==> config.mk <==
export PLATFORM = sky130hd
export DESIGN_NAME = pc_fetch_ctrl
export DESIGN_NICKNAME = d
export VERILOG_FILES = /design/src/rtl/pc_fetch_ctrl.sv
export SDC_FILE = /design/constraint.sdc
export NUM_CORES = 1
export LEC_CHECK = 0
export ABC_CLOCK_PERIOD_IN_PS = 4100
export BUFFER_PORTS_ARGS = -buffer_cell sky130_fd_sc_hd__buf_2
export CAP_MARGIN = 20
export CORE_AREA = 2 2 177 179
export DETAILED_ROUTE_END_ITERATION = 10
export DIE_AREA = 0 0 179 181
export PLACE_DENSITY = 0.57
export SLEW_MARGIN = 20
export SYNTH_ARGS = -nofsm -noshare
export SYNTH_HDL_FRONTEND = slang
export SYNTH_SLANG_ARGS = --single-unit
==> constraint.sdc <==
create_clock -name clk -period 4.1 [get_ports clk]
set_input_delay 0.615 -clock clk [delete_from_list [all_inputs] [get_ports clk]]
set_output_delay 0.615 -clock clk [all_outputs]
set_load 0.01 [all_outputs]
==> src/rtl/pc_fetch_ctrl.sv <==
// IF-stage fetch sequencer: drives the PC register, issues one imem request at a time and drops stale responses.
// Optional build macro PC_FETCH_ALIGN_CHECK_EN enables redirect-target alignment checking and clearing.
module pc_fetch_ctrl #(
  parameter int ADDR_WIDTH  = 64,
  parameter int INSTR_BYTES = 4
) (
  input  logic                  clk,
  input  logic                  reset,
  input  logic [ADDR_WIDTH-1:0] pc_reg,
  output logic [ADDR_WIDTH-1:0] pc_next,
  output logic                  pc_stall,
  output logic                  imem_req,
  output logic [ADDR_WIDTH-1:0] imem_addr,
  input  logic                  imem_gnt,
  input  logic                  imem_rvalid,
  input  logic                  pipe_stall,
  input  logic                  trap_valid,
  input  logic [ADDR_WIDTH-1:0] trap_target,
  input  logic                  br_valid,
  input  logic [ADDR_WIDTH-1:0] br_target,
  input  logic                  jmp_valid,
  input  logic [ADDR_WIDTH-1:0] jmp_target,
  output logic                  fetch_valid,
  output logic [ADDR_WIDTH-1:0] fetch_pc,
  output logic                  flush,
  output logic                  misalign_err
);

  localparam logic [ADDR_WIDTH-1:0] PC_INC = ADDR_WIDTH'(INSTR_BYTES);

  typedef enum logic [2:0] {BOOT, REQ, RESP, HOLD, DRAIN} state_t;

  state_t                  state_reg, state_next;
  logic [ADDR_WIDTH-1:0]   addr_reg, addr_next;
  logic                    stale_reg, stale_next;
  logic                    redirect;
  logic                    enter_req;
  logic [ADDR_WIDTH-1:0]   raw_target;
  logic [ADDR_WIDTH-1:0]   redir_target;

  always_comb begin
    redirect   = trap_valid | br_valid | jmp_valid;
    raw_target = trap_valid ? trap_target :
                 br_valid   ? br_target   : jmp_target;
  end

`ifdef PC_FETCH_ALIGN_CHECK_EN
  localparam logic [ADDR_WIDTH-1:0] ALIGN_MASK = ADDR_WIDTH'(INSTR_BYTES - 1);
  assign misalign_err = redirect & (|(raw_target & ALIGN_MASK));
  assign redir_target = raw_target & ~ALIGN_MASK;
`else
  assign misalign_err = 1'b0;
  assign redir_target = raw_target;
`endif

  always_comb begin
    state_next  = state_reg;
    addr_next   = addr_reg;
    stale_next  = stale_reg;
    pc_next     = '0;
    pc_stall    = 1'b1;
    imem_req    = 1'b0;
    fetch_valid = 1'b0;
    flush       = 1'b0;
    enter_req   = 1'b0;

    if (redirect) begin
      pc_next  = redir_target;
      pc_stall = 1'b0;
      flush    = 1'b1;
    end

    case (state_reg)
      BOOT: begin
        state_next = REQ;
        enter_req  = 1'b1;
      end
      REQ: begin
        imem_req = 1'b1;
        if (imem_gnt) begin
          state_next = (stale_reg || redirect) ? DRAIN : RESP;
          stale_next = 1'b0;
        end else if (redirect) begin
          stale_next = 1'b1;
        end
      end
      RESP: begin
        if (redirect) begin
          // A response arriving with the redirect is simply dropped; nothing left to drain.
          if (imem_rvalid) begin
            state_next = REQ;
            enter_req  = 1'b1;
          end else begin
            state_next = DRAIN;
          end
        end else if (imem_rvalid) begin
          fetch_valid = 1'b1;
          if (!pipe_stall) begin
            pc_stall   = 1'b0;
            pc_next    = pc_reg + PC_INC;
            state_next = REQ;
            enter_req  = 1'b1;
          end else begin
            state_next = HOLD;
          end
        end
      end
      HOLD: begin
        if (redirect) begin
          state_next = REQ;
          enter_req  = 1'b1;
        end else begin
          fetch_valid = 1'b1;
          if (!pipe_stall) begin
            pc_stall   = 1'b0;
            pc_next    = pc_reg + PC_INC;
            state_next = REQ;
            enter_req  = 1'b1;
          end
        end
      end
      DRAIN: begin
        if (imem_rvalid) begin
          state_next = REQ;
          enter_req  = 1'b1;
        end
      end
      default: state_next = BOOT;
    endcase

    // The PC register updates on the same edge, so latch the value it is about to hold.
    if (enter_req) begin
      addr_next = pc_stall ? pc_reg : pc_next;
    end
  end

  assign imem_addr = imem_req    ? addr_reg : '0;
  assign fetch_pc  = fetch_valid ? addr_reg : '0;

  always_ff @(posedge clk or negedge reset) begin
    if (!reset) begin
      state_reg <= BOOT;
      addr_reg  <= '0;
      stale_reg <= 1'b0;
    end else begin
      state_reg <= state_next;
      addr_reg  <= addr_next;
      stale_reg <= stale_next;
    end
  end

endmodule

==> results.py <==
metrics = {
    "grt": {
        "grt_util_all_layers_pct": 25.1,
        "grt_pass1_vias": 9449,
        "grt_pass1_wl_um": 60400,
        "grt_max_degree": 92,
        "overflow": 0,
        "antenna_found_initial": 10,
    },
    "cts": {
        "cts_made_buffers": 9,
        "cts_max_level": 3,
        "clk_path_buf_depth": 2,
        "cts.sink_count": 68,
        "cts_resized": 0,
        "cts_tree": "yes",
        "postCtsSetupRepairBufs": 0,
        "cts-root-buf": "clkbuf_16",
        "insertion_delay_ns": 0.35,
        "holdBufCountCts": 0,
        "cts.clk_slew.worst_paths_ns": 0.06,
    },
    "detailed_routing": {
        "drtIter0Drc": 699,
        "wl_um": 42400,
        "ant_nets": 0,
        "vias_per_cell": 5.33,
        "dr.pass1.iters": 5,
        "avgRoutedWirePerCell_um": 22.5,
        "drc": 0,
        "vias": 10034,
    },
    "sta": {
        "tightest_slew_ns": 1.04,
        "min_period_ns": 3.79,
        "skew_ns": 0.00666,
        "drv_slew": 0,
        "relSlewSlack_pct": 30.6,
        "rsz0062_at_grt": "no",
        "finalSetupViolations": 0,
        "fin_crit_sh_pct": 92.5,
        "hold_violations": 0,
        "final.setup.tns_ns": 0,
        "fmaxAchievable_mhz": 264,
        "hold_ws_ns": 0.284,
    },
    "power_and_ir_drop": {
        "seq_power_share_pct": 29.8,
        "peakVddDrop_uv": 189,
        "p_leak_nw": 4.98,
        "cell_internal_pwr_mw": 2.43,
        "switching_share_pct": 44.6,
        "power_frac_clock_pct": 18.9,
        "combinationalPowerShare_pct": 51.3,
        "power.density_nw_per_um2": 412,
        "netSwitchingPower_mw": 1.95,
    },
    "die": {
        "die-height_um": 181,
        "initial_core_util_pct": 24.8,
        "io-pin-count": 461,
        "dieArea_um2": 32400,
        "core_area_um2": 30300,
        "die_w_um": 179,
        "placementRows": 64,
    },
    "layout": {
        "nets": 1737,
        "areaGrowthSynthToFinish_pct": 41.2,
        "num-fill-cells": 3342,
        "largest_reg_flops": 64,
        "fin_cells": 1882,
        "drive_gt1_share_pct": 37.1,
    },
    "yosys": {
        "synth_top_area_share_pct": 22.6,
        "syn_inst": 1057,
        "synth_area_leaders": "dfrtp_1 (23%), and2_1 (11%), o21ai_0 (7.8%)",
        "ys_seq_area_share_pct": 22.6,
        "synthArstFlopShare_pct": 100,
        "postSynthAreaPerCell_um2": 7.12,
        "ys_types": 68,
        "syn_nets": 1322,
        "synth_top_cell_by_area": "dfrtp_1",
        "synth_commonest_cells": "and2_1 (135), o21ai_0 (118), nand2_1 (116), clkbuf_1 (79), dfrtp_1 (68)",
        "ys_warn_count": 0,
        "synth.most_common_cell": "and2_1",
        "yosys_register_bits": 68,
        "synth_area_um2": 7530,
        "synth_edf_count": 0,
        "synthFlopType": "dfrtp_1",
    },
    "flow_run": {
        "drv_cap": 0,
    },
    "place": {
        "hpwlAfterDp_um": 33600,
        "port_buffers": 459,
        "routabilityCongestion": 0.882,
        "place_inst": 1857,
    },
    "worst_setup_path": {
        "reg2reg_to": "addr_reg[51]",
        "crit_arrival_ns": 3.18,
        "reg2reg_slack_ns": 1.27,
        "critPathSlowestCell": "or4_4",
        "crit_path_start_kind": "input port",
        "worstSetupEndpointType": "primary output",
        "crit_required_ns": 3.48,
        "critical_path_class": "in -> out",
        "path_max_fanout": 8,
        "crit_chain": "buf_2 -> nand4_2 -> or4_4 -> or4_4 -> or2_4 -> or4_1 -> nand3_1 -> buf_2",
        "max_stage_delay_ns": 0.59,
        "r2r-start": "state_reg[2]",
        "reg2regPathDepth": 6,
    },
    "outcome": {
        "status": "finished, final reports clean",
    },
    "worst_hold_path": {
        "hp-class": "in -> async",
    },
}
==> layout by cell type, fill, tap and decap left out, types with 21 or more instances in the layout <==
master,count
xnor2_1,27
nand3_1,36
a22oi_1,25
nor4_1,21
o21ai_0,118
nand4_1,23
buf_2,457
xor2_1,27
dfrtp_1,68
a221o_1,39
nor2_1,62
and2_1,135
nand2_1,116
a21oi_1,39
buf_4,39
==> kinds of logic after synthesis <==
| family | after synthesis | share of synthesized area (%) |
|---|---|---|
| AO/OA/AOI/OAI | 324 | 29.1 |
| adder cells (fa/ha/maj) | 1 | 0.166 |
| AND/OR/NAND/NOR | 488 | 34.8 |
| flip-flops | 68 | 22.6 |
| multiplexers | 9 | 1.23 |
| buffers and inverters | 112 | 5.77 |
| other | 1 | 0.0498 |
| XOR/XNOR | 54 | 6.28 |
==> routing by layer <==
layer  track usage [%]  vias to the layer above  share of wire (%)
met1              33.6                     4808                 44
met2              42.4                      474                 48
met5                 0                        -              0.031
met3              3.20                       44                6.7
li1                  -                     4706                  -
met4              6.50                        2                1.9
==> power by group through the flow <==
stage,Clock [mW],Sequential [mW],Combinational (mW)
2_1_floorplan,0,1.15,1.38
5_1_grt,0.867,1.36,2.47
3_5_place_dp,0,1.32,2.25
6_report,0.828,1.31,2.25
3_3_place_gp,0,1.31,2.22
4_1_cts,0.844,1.31,2.25
==> critical path: cells and delay by family <==
| family | cells | cell delay, ns |
|---|---|---|
| buffers and inverters | 2 | 0.34 |
| AND/OR/NAND/NOR | 6 | 2.22 |
==> how the worst max path moves through the flow <==
stage	endpoint	start	slack, ns	cells after the start
final	pc_next[60]	pc_reg[40]	0.31	8
after detailed placement	pc_next[60]	pc_reg[40]	0.33	8
after CTS	pc_next[60]	pc_reg[40]	0.32	8
after floorplan	pc_next[60]	pc_reg[30]	0.71	8
after global placement	pc_next[60]	pc_reg[40]	0.36	8
after global routing	pc_next[60]	pc_reg[40]	0.22	8
==> per-stage QoR <==
step | utilization (%) | power [mW] | cell area, um^2 | setup slack, ns
6_report | 35.0 | 4.38 | 10600 | 0.308
5_1_grt | 35.0 | 4.70 | 10600 | 0.219
4_1_cts | 34.9 | 4.41 | 10600 | 0.324
3_5_place_dp | 34.0 | 3.56 | 10300 | 0.327
3_3_place_gp | 34.0 | 3.53 | 10300 | 0.355
2_1_floorplan | - | 2.53 | 7530 | 0.709
==> area by class of cell <==
class / count / area [um^2] / share of cell area [%]
Clock inverter: 4 / 48.8 / 0.459
Clock buffer: 12 / 246 / 2.32
Timing Repair Buffer: 497 / 2600 / 24.4
Antenna cell: 9 / 22.5 / 0.212
Multi-Input combinational cell: 877 / 5450 / 51.2
Inverter: 19 / 71.3 / 0.671
Sequential cell: 68 / 1700 / 16.0
Tap cell: 396 / 495 / 4.66
No activity file was read; power rests on OpenSTA's default activity.
